--- src/rtl/vic_bank_mapper.sv ---
// VIC-20 cartridge bank mapper.
// Maps the BLK1/2/3/5 8 KiB windows onto ROM banks or RAM slots. The CPU
// programs the mapping through registers in IO3 (0x9C00-0x9FFF), and a soft
// CPU reset sequencer switches the windows from the boot bank to the mapping.
module vic_bank_mapper #(
  parameter int NUM_WIN = 4,
  parameter int BANK_W  = 8,
  parameter int ADDR_W  = 23,
  parameter int RST_LEN = 16,
  parameter logic [BANK_W-1:0] BOOT_BANK = {BANK_W{1'b1}}
) (
  input  logic              clk,
  input  logic              reset_n,
  input  logic              active,
  input  logic [15:0]       vic_addr,
  input  logic              vic_wr_n,
  input  logic              vic_io3_sel,
  input  logic [3:0]        vic_blk_sel,
  input  logic [7:0]        from_vic,
  output logic [7:0]        to_vic,
  output logic              to_vic_valid,
  output logic [ADDR_W-1:0] mc_addr,
  output logic              mc_wr_n,
  output logic              mc_rom_sel,
  output logic              mc_ram_sel,
  output logic              mc_soft_reset
);

  localparam int CNT_W = (RST_LEN > 2) ? $clog2(RST_LEN) : 1;

  typedef enum logic {
    IDLE,
    PULSE
  } seqState_t;

  seqState_t        r_state;
  seqState_t        w_nextState;
  logic [CNT_W-1:0] r_cnt;
  logic [CNT_W-1:0] w_nextCnt;
  logic             r_mapped;
  logic             w_nextMapped;

  logic [7:0]       r_bankLo [4];
  logic [7:0]       r_ctrl   [4];
  logic             r_lock;
  logic [7:0]       r_toVic;
  logic             r_toVicValid;
  logic             r_trigPrev;
  logic             r_activePrev;

  logic [9:0]       w_regAddr;
  logic             w_winSpace;
  logic [1:0]       w_winIdx;
  logic             w_isCtrl;
  logic             w_winValid;
  logic             w_isLock;
  logic             w_isTrig;
  logic             w_wrCycle;
  logic             w_rdCycle;
  logic             w_trig;
  logic             w_trigReq;
  logic             w_activeChg;
  logic             w_rdHit;
  logic [7:0]       w_rdData;

  logic             w_hit;
  logic [1:0]       w_hitIdx;
  logic [BANK_W-1:0] w_bank;
  logic             w_ramEn;
  logic             w_wrEn;

  // Register file lives at 0x080..0x087 (BANKLO/CTRL pairs), 0x0C0 and 0x0C1.
  assign w_regAddr   = vic_addr[9:0];
  assign w_winSpace  = (w_regAddr[9:3] == 7'b0010000);
  assign w_winIdx    = w_regAddr[2:1];
  assign w_isCtrl    = w_regAddr[0];
  assign w_winValid  = w_winSpace && ({30'b0, w_winIdx} < NUM_WIN);
  assign w_isLock    = (w_regAddr == 10'h0C0);
  assign w_isTrig    = (w_regAddr == 10'h0C1);
  assign w_wrCycle   = vic_io3_sel & ~vic_wr_n;
  assign w_rdCycle   = vic_io3_sel & vic_wr_n;
  assign w_trig      = w_wrCycle & w_isTrig;
  assign w_trigReq   = w_trig & ~r_trigPrev;
  assign w_activeChg = active ^ r_activePrev;
  assign w_rdHit     = w_rdCycle & (w_winValid | w_isLock);

  // Select the register value presented on a readback.
  always_comb begin
    w_rdData = 8'h00;
    if (w_isLock) begin
      w_rdData = {7'b0, r_lock};
    end else if (w_isCtrl) begin
      w_rdData = r_ctrl[w_winIdx];
    end else begin
      w_rdData = r_bankLo[w_winIdx];
    end
  end

  // Bank/control registers; frozen once LOCK is set.
  always_ff @(posedge clk) begin
    if (!reset_n) begin
      for (int i = 0; i < 4; i++) begin
        r_bankLo[i] <= 8'h00;
        r_ctrl[i]   <= 8'h00;
      end
    end else if (w_wrCycle && w_winValid && !r_lock) begin
      if (w_isCtrl) begin
        r_ctrl[w_winIdx] <= from_vic;
      end else begin
        r_bankLo[w_winIdx] <= from_vic;
      end
    end
  end

  // LOCK is sticky: it can only be set, and only reset clears it.
  always_ff @(posedge clk) begin
    if (!reset_n) begin
      r_lock <= 1'b0;
    end else if (w_wrCycle && w_isLock && from_vic[0]) begin
      r_lock <= 1'b1;
    end
  end

  // Readback data is registered; to_vic holds its last value between reads.
  always_ff @(posedge clk) begin
    if (!reset_n) begin
      r_toVic      <= 8'h00;
      r_toVicValid <= 1'b0;
    end else begin
      r_toVicValid <= w_rdHit;
      if (w_rdHit) begin
        r_toVic <= w_rdData;
      end
    end
  end

  // Edge history; reset also loads the current inputs, so no pulse fires on reset exit.
  always_ff @(posedge clk) begin
    r_trigPrev   <= w_trig;
    r_activePrev <= active;
  end

  // Soft-reset sequencer state, counter and mapped flag.
  always_ff @(posedge clk) begin
    if (!reset_n) begin
      r_state  <= IDLE;
      r_cnt    <= '0;
      r_mapped <= 1'b0;
    end else begin
      r_state  <= w_nextState;
      r_cnt    <= w_nextCnt;
      r_mapped <= w_nextMapped;
    end
  end

  // Start a pulse on a trigger or an active change; the mapping flips when the pulse ends.
  always_comb begin
    w_nextState  = r_state;
    w_nextCnt    = r_cnt;
    w_nextMapped = r_mapped;
    case (r_state)
      IDLE: begin
        if (w_trigReq || w_activeChg) begin
          w_nextState = PULSE;
          w_nextCnt   = CNT_W'(RST_LEN - 1);
        end
      end
      PULSE: begin
        if (r_cnt == '0) begin
          w_nextState  = IDLE;
          w_nextMapped = ~r_mapped;
        end else begin
          w_nextCnt = r_cnt - 1'b1;
        end
      end
      default: begin
        w_nextState = IDLE;
      end
    endcase
  end

  // Pick the lowest-numbered selected window that exists.
  always_comb begin
    w_hit    = 1'b0;
    w_hitIdx = 2'd0;
    for (int i = NUM_WIN - 1; i >= 0; i--) begin
      if (vic_blk_sel[i]) begin
        w_hit    = 1'b1;
        w_hitIdx = 2'(i);
      end
    end
    w_hit = w_hit & active;
  end

  // Until the mapping is enabled every window shows the boot bank, read-only ROM.
  always_comb begin
    w_bank  = BOOT_BANK;
    w_ramEn = 1'b0;
    w_wrEn  = 1'b0;
    if (r_mapped) begin
      w_bank  = BANK_W'({r_ctrl[w_hitIdx][3:0], r_bankLo[w_hitIdx]});
      w_ramEn = r_ctrl[w_hitIdx][7];
      w_wrEn  = r_ctrl[w_hitIdx][6];
    end
  end

  // Memory-side address/selects, purely combinational so no access latency is added.
  always_comb begin
    mc_addr    = ADDR_W'(vic_addr);
    mc_rom_sel = 1'b0;
    mc_ram_sel = 1'b0;
    mc_wr_n    = vic_wr_n;
    if (w_hit) begin
      if (w_ramEn) begin
        mc_ram_sel = 1'b1;
        mc_addr    = {1'b1, {(ADDR_W-16){1'b0}}, w_hitIdx, vic_addr[12:0]};
        mc_wr_n    = vic_wr_n | ~w_wrEn;
      end else begin
        mc_rom_sel = 1'b1;
        mc_addr    = ADDR_W'({w_bank, vic_addr[12:0]});
        mc_wr_n    = 1'b1;
      end
    end
  end

  assign to_vic        = r_toVic;
  assign to_vic_valid  = r_toVicValid;
  assign mc_soft_reset = (r_state == PULSE);

endmodule

--- config.mk ---
export PLATFORM = sky130hd
export DESIGN_NAME = vic_bank_mapper
export DESIGN_NICKNAME = d
export VERILOG_FILES = /design/src/rtl/vic_bank_mapper.sv
export SDC_FILE = /design/constraint.sdc
export NUM_CORES = 1
export LEC_CHECK = 0
export BUFFER_PORTS_ARGS = -buffer_cell sky130_fd_sc_hd__clkbuf_2
export CORE_ASPECT_RATIO = 1.1
export CORE_UTILIZATION = 36
export CTS_CLUSTER_SIZE = 40
export DETAILED_ROUTE_END_ITERATION = 6
export REMOVE_ABC_BUFFERS = 1
export SYNTH_ARGS = -nofsm -noshare
export SYNTH_HDL_FRONTEND = slang
export SYNTH_SLANG_ARGS = --single-unit
--- constraint.sdc ---
create_clock -name clk -period 5.75 [get_ports clk]
set_clock_uncertainty 0.15 [all_clocks]
set_input_delay 1.4375 -clock clk [delete_from_list [all_inputs] [get_ports clk]]
set_output_delay 1.4375 -clock clk [all_outputs]
set_load 0.01 [all_outputs]
### Yosys cells after proc, flatten, opt, wreduce, memory -nomap -nowiden

Memories as Yosys holds them, arrays and structs flattened.
Index checks and enable logic that the tools add are counted.

* flip-flop bits (word level): 18
* RAM bits: 64
* bits of input ports: 33
* output and inout bits: 36
* word-level logic and storage cells: 83
* memories: 2

* add/sub/neg operators: 1
* eq/ne operators: 5
* muxes and demuxes: 42
* bitwise logic cells: 14
* reductions and logical operators: 11

Memories
* r_bankLo: words 4, bits a word 8, read ports 2, clocked after memory_dff 0, wr ports 4, RTL line 43 `logic [7:0] r_bankLo [4];`
* r_ctrl: words 4, bits a word 8, read ports 2, clocked after memory_dff 0, wr ports 4, RTL line 44 `logic [7:0] r_ctrl [4];`

Operator list (count)
* $mux W23: 2
* $mux W8: 5
* $mux W1: 25
* $eq A10 B8 Y1 const B: 2
* $reduce_or A8 Y1: 2
* $mux W2: 6
* $mux W4: 2
* $pmux W4 S2: 1
* $eq A7 B5 Y1 const B: 1
* $and A1 B1 Y1: 6
* $not A1 Y1: 5
* $logic_and A1 B1 Y1: 4
* $logic_not A4 Y1: 1
* $ne A2 B2 Y1 const B: 2
* $reduce_and A2 Y1: 2
* $sub A4 B1 Y4 const B: 1
* $or A1 B1 Y1: 2
* $pmux W1 S2: 1
* $logic_not A1 Y1: 1
* $logic_or A1 B1 Y1: 1
* $xor A1 B1 Y1: 1

### Logic depth before layout (Yosys ltp)

Gate-level depths: netlist (run 1).
An unclocked memory read counts as a cell.

* depth in word-level cells: 10
* mapped depth: 9
* mapped depth without buffers: 8

### Worst setup path after synthesis (run 1)

OpenSTA, ideal clock, no wires.

* kind: input-to-output
* start point: in vic_blk_sel[1]
* end point: out mc_addr[15]
* data arrival time: 2.818 ns
* path slack: 1.344 ns
* cell stages on the path: 5
* path buffers: 1
* cells stage by stage: buf_2 nor3_4 mux4_1 nor2b_1 o21ai_1

* cells in the longest elaborated chain, start to end: 6

RTL lines
* start: declaration: RTL line 18 `input logic [3:0] vic_blk_sel,`
* $mux W2 (2 in a row): RTL line 187 `if (vic_blk_sel[i]) begin`
* $mem_v2 Z4 W8 (on tied branches)
* $mux W8 / $mux W1 (equally long branches): RTL line 200 `if (r_mapped) begin`
* $mux W23: RTL line 214 `if (w_ramEn) begin`
* $mux W23 (*): RTL line 213 `if (w_hit) begin`
* end: declaration: RTL line 22 `output logic [ADDR_W-1:0] mc_addr,`

Mark *: on every way between the ends. The rest lies on a longest branch, timed or not.

### Worst setup path in the final report (run 1)

Same ends and word-level chain as after synthesis.

==> impl_results.md, run 1 <==
- Sink Count: 82
- Initial Util: 37.5%
- Async set-reset flop share out of synthesis: 0%
- Critical path's largest stage delay: 0.62 ns
- Setup TNS: 0 ns
- Met2 Track Usage GR: 29.4%
- Mapped cell area: 4340 um^2
- Setup slack, reg-to-reg: 2.88 ns
- Post-cts sizing count: 0
- First-pass GRT wire length: 15900 um
- TritonCTS Buffers: 9
- Core Region: 11600 um^2
- Synth warn: 0
- Post-synth EDFFs: 64
- Largest net degree at the start of global routing: 26
- Synth area leaders: edfxtp_1 (44%), mux4_2 (8.8%), dfxtp_1 (8.3%), and2_1 (5.5%), and3_1 (4.9%)
- Met1 usage: 23.4%
- Total wire length: 10400 um
- Post CTS Setup Buffer Count: 0
- Initial antenna violation count: 0
- Post-synth top area share: 44.3%
- Placer congestion estimate: 0.772
- WS Path Type: in2out
- DIE HEIGHT: 117 um
- Total grt overflow: 0
- Netlist cell types: 50
- Post-DP HPWL: 7110 um
- CTS H-tree lvls: 3
- Commonest non-fill, non-tap cell in the layout: edfxtp_1
- Comb pwr share: 11.4%
- Io pins: 69
- Worst endpoint required time: 4.16 ns
- Switch share: 23.5%
- CP Capture Type: output port
- Seq/Total Area, Yosys: 52.5%
- Most frequent cells in the layout: edfxtp_1 (64), clkbuf_2 (61), and2_1 (38), and3_1 (34)
- Inst Count DP: 526
- Worst Tran Pin Value: 0.878 ns
- Clock-pin slew on the worst setup and hold paths: 0.06 ns
- Top FF cell, synth: edfxtp_1
- Cts hold-fix bufs: 0
- Crit path buf inv count: 2
- Leakage: 2.04 nW
- Max Root-Sink Buffers: 2
- Outcome: finished clean
- Final Max Tran Viols: 0
- Int Pwr: 0.00107 W
- Cell class contributing the biggest share of worst-path delay: simple AND/OR/NAND/NOR gates
- Worst hold path type: reg2reg
- Remaining antenna violation count after routing: 0
- Critical path, cell by cell: clkbuf_2 > nor3_4 > mux4_1 > nor2b_1 > o21ai_1 > clkbuf_2
- Number of synthesized register bits: 82
- Fin crit share: 82.9%
- Slew HR: 41.3%
- Vias per cell: 5.31
- Final Net Count: 422
- Total vias in the final route: 2878
- Routing usage on met3: 3.21%
- Slowest CP cell: mux4_1
- Max cap viols: 0
- PD cells: 281 nW/um^2
- Area Overhead vs Synth: 14.0%
- CTS tree: done
- Tmin final: 4.77 ns
- # DRC: 0
- Ant. Diodes: 0
- Worst path arrival time: 3.18 ns
- Root buf cell: clkbuf_16
- Sw Pwr: 0.000327 W
- Vias in the first global route: 2744
- RSZ-0062 raised after global routing: no
- Setup violations, final: 0
- Port Buffer Count: 61
- Synthesized area per cell: 12.6 um^2
- Gr busiest metal: met2
- Drt first pass iters: 4
- DIE WIDTH: 107 um
- DRT iter0 DRCs: 155
- Die area: 12500 um^2
- Worst-skew pair later-pin latency: 0.33 ns
- Post-Synthesis Cells: 345
- Sequential power share: 49.3%
- Crit start category: input pin
- Cell taking the most area after synthesis: edfxtp_1
- Clock share of power: 39.3%
- Wirelength per Cell: 19.2 um
- Cell mode on critical path: clkbuf_2
- Share of layout cells above drive strength 1: 27.8%
- Gr usage total: 17.7%
- Worst VDD drop: 130 uV
- Max Freq: 0.210 GHz
- Worst-path fanout max: 10
- Final hold violations: 0
- Row count: 41
- Fin cells: 542
stage by stage:
stage | total power (W) | util, % | hold WS [ns] | setup slack, ns | cell area [um^2]
detailed placement | 0.000860 | 40.3 | 0.302 | 0.968 | 4670
CTS | 0.00140 | 42.7 | 0.316 | 0.966 | 4950
floorplan | 0.000779 | - | 0.312 | 1.53 | 4120
finish | 0.00139 | 42.7 | 0.305 | 0.984 | 4950
global route | 0.00145 | 42.7 | 0.347 | 0.868 | 4950
global placement | 0.000857 | 40.3 | 0.294 | 0.994 | 4670
cell usage after synthesis (all sizes together) (2+ instances only):
| cell | n |
|---|---|
| nor2 | 14 |
| o311ai | 2 |
| and3b | 5 |
| nand3b | 3 |
| and2 | 38 |
| a22oi | 2 |
| nand2b | 4 |
| o41ai | 2 |
| ha | 2 |
| a21oi | 9 |
| clkbuf | 11 |
| nor3 | 2 |
| nor2b | 4 |
| o21ai | 16 |
| nand4 | 3 |
| o21a | 2 |
| edfxtp | 64 |
| mux2i | 10 |
| o31ai | 4 |
| dfxtp | 18 |
| and3 | 35 |
| nand2 | 19 |
| inv | 9 |
| mux4 | 23 |
| nand3 | 7 |
| buf | 26 |
| o211a | 3 |
sequential cells by signal, summed over array words and instances (netlist names):
signal and count:
r_bankLo 32, r_ctrl 32, to_vic 8, r_cnt 4, mc_soft_reset 1, r_activePrev 1
r_lock 1, r_mapped 1, r_trigPrev 1, to_vic_valid 1
worst register-to-register path, stage by stage, from the launching register on:
cell	delay (ns)
dfxtp_1	0.32
nor2_1	0.20
and3_1	0.36
buf_4	0.25
and2_1	0.35
and3b_1	0.41
nand2b_1	0.47
power by group through the flow:
| stage | clock, W | combinational [W] | sequential [W] |
|---|---|---|---|
| after detailed placement | 0 | 0.000161 | 0.000699 |
| after global placement | 0 | 0.000158 | 0.000698 |
| after floorplan | 0 | 0.0000874 | 0.000692 |
| after CTS | 0.000555 | 0.000161 | 0.000687 |
| final | 0.000548 | 0.000158 | 0.000687 |
| after global routing | 0.000581 | 0.000174 | 0.000690 |
logic make-up after synthesis:
family	count (synthesis)	share of synthesized area, %
buf+inv	46	5.91
mux	33	14.8
compound gates	42	6.83
other cells	1	0.0863
xor+xnor	2	0.403
fa+ha+maj	2	0.576
flops	82	52.5
simple gates	137	18.9
worst paths after layout:
kind / cells past startpoint / from / to
hold / removal: 2 / to_vic[7]$_SDFFE_PN0P_ / to_vic[7]$_SDFFE_PN0P_
hold reg to reg: 2 / to_vic[7]$_SDFFE_PN0P_ / to_vic[7]$_SDFFE_PN0P_
setup reg to reg: 6 / r_lock$_SDFFE_PN0P_ / r_ctrl[2][3]$_SDFFCE_PN0P_
setup / recovery: 6 / vic_blk_sel[1] / mc_addr[15]
layer usage:
metal / vias to the layer above / share of wire [%]
met4: 0 / 0.91
met1: 1424 / 44
met5: - / 0
met2: 88 / 50
met3: 10 / 4.8
li1: 1356 / -
area by class of cell:
| cell class | instances | area (um^2) |
|---|---|---|
| Fill cell | 1099 | 6640 |
| Sequential cell | 82 | 2280 |
| Multi-Input combinational cell | 217 | 1800 |
| Timing Repair Buffer | 68 | 358 |
| Clock buffer | 14 | 275 |
| Tap cell | 150 | 188 |
| Inverter | 9 | 36.3 |
| Clock inverter | 2 | 8.76 |
No activity file was read; power rests on OpenSTA's default activity.
==> run 2, diff against run 1 <==
ABC_AREA = 1   (was not set)
clock period = 3.9 ns   (was 5.75 ns; I/O delays follow)
==> impl_results.md, run 2 <==
- Setup violations, final: 0 (unchanged)
- DIE HEIGHT: 120 um (+2.5%)
- Post-synth top cells: nor2_1 (87), nand2_1 (74), edfxtp_1 (64), inv_1 (58), nand3_1 (52)
- Crit path buf inv count: 3 (+1)
- Area Overhead vs Synth: 13.9% (about the same)
- Hold Path Cell Cnt: 2 (unchanged)
- Total vias in the final route: 3837 (+33%)
- Hold endpoint: to_vic[0]$_SDFFE_PN0P_
- WS Path Type: in2out
- Worst r2r path cells: 5 (-1)
- Worst hold path type: reg2reg
- Placed Area: 4900 um^2 (+4.9%)
- Post-cts sizing count: 0 (unchanged)
- Worst-skew pair later-pin latency: 0.34 ns (about the same)
- Initial Util: 37.4% (about the same)
- Remaining antenna violation count after routing: 0 (unchanged)
- Final Max Tran Viols: 0 (unchanged)
- Slew HR: 62.8% (+22 points)
- DRT iter0 DRCs: 334 (+120%)
- Worst-path fanout max: 27 (+17)
- Slowest CP cell: nand2_4
- Number of synthesized register bits: 82 (unchanged)
- Fin crit share: 88.8%
- PD cells: 415 nW/um^2 (+47%)
- Core Region: 12200 um^2 (+5.2%)
- Gr usage total: 19.3% (+1.6 points)
- Port Buffer Count: 61 (unchanged)
- Hold path start: to_vic[0]$_SDFFE_PN0P_
- Sink Count: 82 (unchanged)
- Netlist cell types: 32 (-36%)
- Synth area leaders: edfxtp_1 (42%), dfxtp_1 (7.9%), nor2_1 (7.2%), nand2_1 (6.1%), nand3_1 (5.7%)
- Cell class contributing the biggest share of worst-path delay: simple AND/OR/NAND/NOR gates
- Most frequent cells in the layout: nor2_1 (87), nand2_1 (74), edfxtp_1 (64), clkbuf_2 (61), inv_1 (58)
- Share of layout cells above drive strength 1: 21.6% (-6.2 points)
- Post CTS Setup Buffer Count: 0 (unchanged)
- Worst endpoint required time: 2.77 ns (-1.39 ns)
- Setup TNS: 0 ns (unchanged)
- Vias per cell: 5.14 (-3.1%)
- Worst VDD drop: 247 uV (+90%)
- Most numerous cell in the Yosys netlist: nor2_1
- CTS H-tree lvls: 3 (unchanged)
- Clock-pin slew on the worst setup and hold paths: 0.06 ns (about the same)
- Wirelength per Cell: 16.2 um (-16%)
- Post-DP HPWL: 8570 um (+21%)
- Mapped cell area: 4560 um^2 (+5.1%)
- Worst Tran Pin Value: 0.559 ns (-0.319 ns)
- Final hold violations: 0 (unchanged)
- Max Freq: 0.289 GHz
- Max Root-Sink Buffers: 2 (unchanged)
- Critical path's largest stage delay: 0.23 ns (-0.39 ns)
- RSZ-0062 raised after global routing: no
- Post-synth EDFFs: 64 (unchanged)
- Cts hold-fix bufs: 0 (unchanged)
- Tmin final: 3.46 ns
- Initial antenna violation count: 0 (unchanged)
- Final Net Count: 623 (+48%)
- Drt first pass iters: 5 (+1)
- Commonest non-fill, non-tap cell in the layout: nor2_1
- Setup slack, reg-to-reg: 2.03 ns (-0.85 ns)
- Root buf cell: clkbuf_16
- Largest net degree at the start of global routing: 28 (+7.7%)
- PnR worst setup slack: 0.436 ns (-0.548 ns)
- TritonCTS Buffers: 9 (unchanged)
- Post-synth top area share: 42.1% (-2.1 points)
- Vias in the first global route: 3637 (+33%)
- Die area: 13100 um^2 (+5.0%)
- Post-Place Setup Slack: 0.444 ns (-0.524 ns)
- DIE WIDTH: 109 um (+2.5%)
- Async set-reset flop share out of synthesis: 0% (unchanged)
- Max cap viols: 0 (unchanged)
- Post-route cell area: 5200 um^2 (+5.0%)
- Crit start category: input pin
- Leakage: 2.24 nW (+10%)
- Critical path, cell by cell: clkbuf_2 > inv_1 > nand2_1 > nand2_2 > nand2_4 > nand2_1 > nand3_1 > nand2_1 > nand2_2 > nand2_2 > nor2_1 > clkbuf_2
- Synth warn: 0 (unchanged)
- Io pins: 69 (unchanged)
- Fill count: 1218 (+11%)
- Crit Reg-Reg Startpoint: r_lock$_SDFFE_PN0P_
- Total wire length: 12100 um (+16%)
- Total grt overflow: 0 (unchanged)
- Post-Synthesis Cells: 541 (+57%)
- Row count: 42 (+2.4%)
- Synthesized area per cell: 8.43 um^2 (-33%)
- # DRC: 0 (unchanged)
- Worst path arrival time: 2.34 ns (-0.84 ns)
- Placer congestion estimate: 0.834 (+8.1%)
- Outcome: finished clean
- First-pass GRT wire length: 18700 um (+18%)
- Ant. Diodes: 0 (unchanged)
- CP Capture Type: output port
- Seq/Total Area, Yosys: 50.0% (-2.5 points)
- Final Total Pwr: 0.00216 W (+55%)
- CTS tree: done
- FF-to-FF End: r_bankLo[0][4]$_SDFFCE_PN0P_
- Cell taking the most area after synthesis: edfxtp_1
- Top FF cell, synth: edfxtp_1
==> run 2: changes by cell type after synthesis, moves of 17 or more <==
cell and delta:
nor2_1 +74, nand3_1 +45, inv_1 +50, o21ai_0 +25
and3_1 -33, nand2_1 +56, mux4_2 -17, and2_1 -38
==> run 2: worst max-delay path by stage <==
stage                   startpoint  cells past startpoint     endpoint  slack (ns)
floorplan           vic_blk_sel[2]                      5  mc_addr[22]        0.66
global placement    vic_blk_sel[2]                     12  mc_addr[19]        0.47
detailed placement  vic_blk_sel[2]                     12  mc_addr[18]        0.44
CTS                 vic_blk_sel[2]                     12  mc_addr[18]        0.44
global route        vic_blk_sel[2]                     12  mc_addr[18]        0.21
finish              vic_blk_sel[2]                     12  mc_addr[18]        0.44
==> run 2: per-layer routing <==
metal	GRT usage (%)	vias to the layer above	wire length [um]
met5	0	-	0
met4	8.17	0	297
met3	3.04	19	700
met2	33.3	139	6080
met1	23.5	1796	4980
li1	-	1883	-
==> run 2: kinds of logic (layout without fill, tap and decap cells) <==
| group | count (synthesis) | in the layout | synth area share [%] |
|---|---|---|---|
| simple gates | 268 | 268 | 28.0 |
| buf+inv | 103 | 154 | 11.1 |
| compound gates | 83 | 83 | 9.87 |
| flops | 82 | 82 | 50.0 |
| fa+ha+maj | 2 | 2 | 0.548 |
| xor+xnor | 2 | 2 | 0.384 |
| other cells | 1 | 1 | 0.0822 |
==> run 2: final cells by class <==
class	instances	area, um^2	share of cell area (%)
repair buffers	73	395	7.61
inverters	66	253	4.86
multi-input cells	356	1770	34.1
flip-flops and latches	82	2280	43.9
clock buffers	12	236	4.55
clock inverters	3	65.1	1.25
well taps	154	193	3.71
==> run 2: per-stage QoR <==
step	utilization (%)	cells	hold WS, ns
6_report	42.6	746	0.328
5_1_grt	42.6	746	0.355
4_1_cts	42.6	746	0.327
3_5_place_dp	40.2	731	0.319
3_3_place_gp	40.2	731	0.312
2_1_floorplan	-	504	0.321
==> run 2: where the power goes <==
| part | leakage, nW | internal [W] | switching, W |
|---|---|---|---|
| Combinational | 1.29 | 0.0000871 | 0.000187 |
| Sequential | 0.809 | 0.000973 | 0.0000217 |
| Clock | 0.147 | 0.000557 | 0.000330 |
==> run 2: worst min-delay path, cell delays in order (launching register included) <==
cell     delay, ns
dfxtp_1       0.31
nand3_1       0.07
nand2_1       0.05
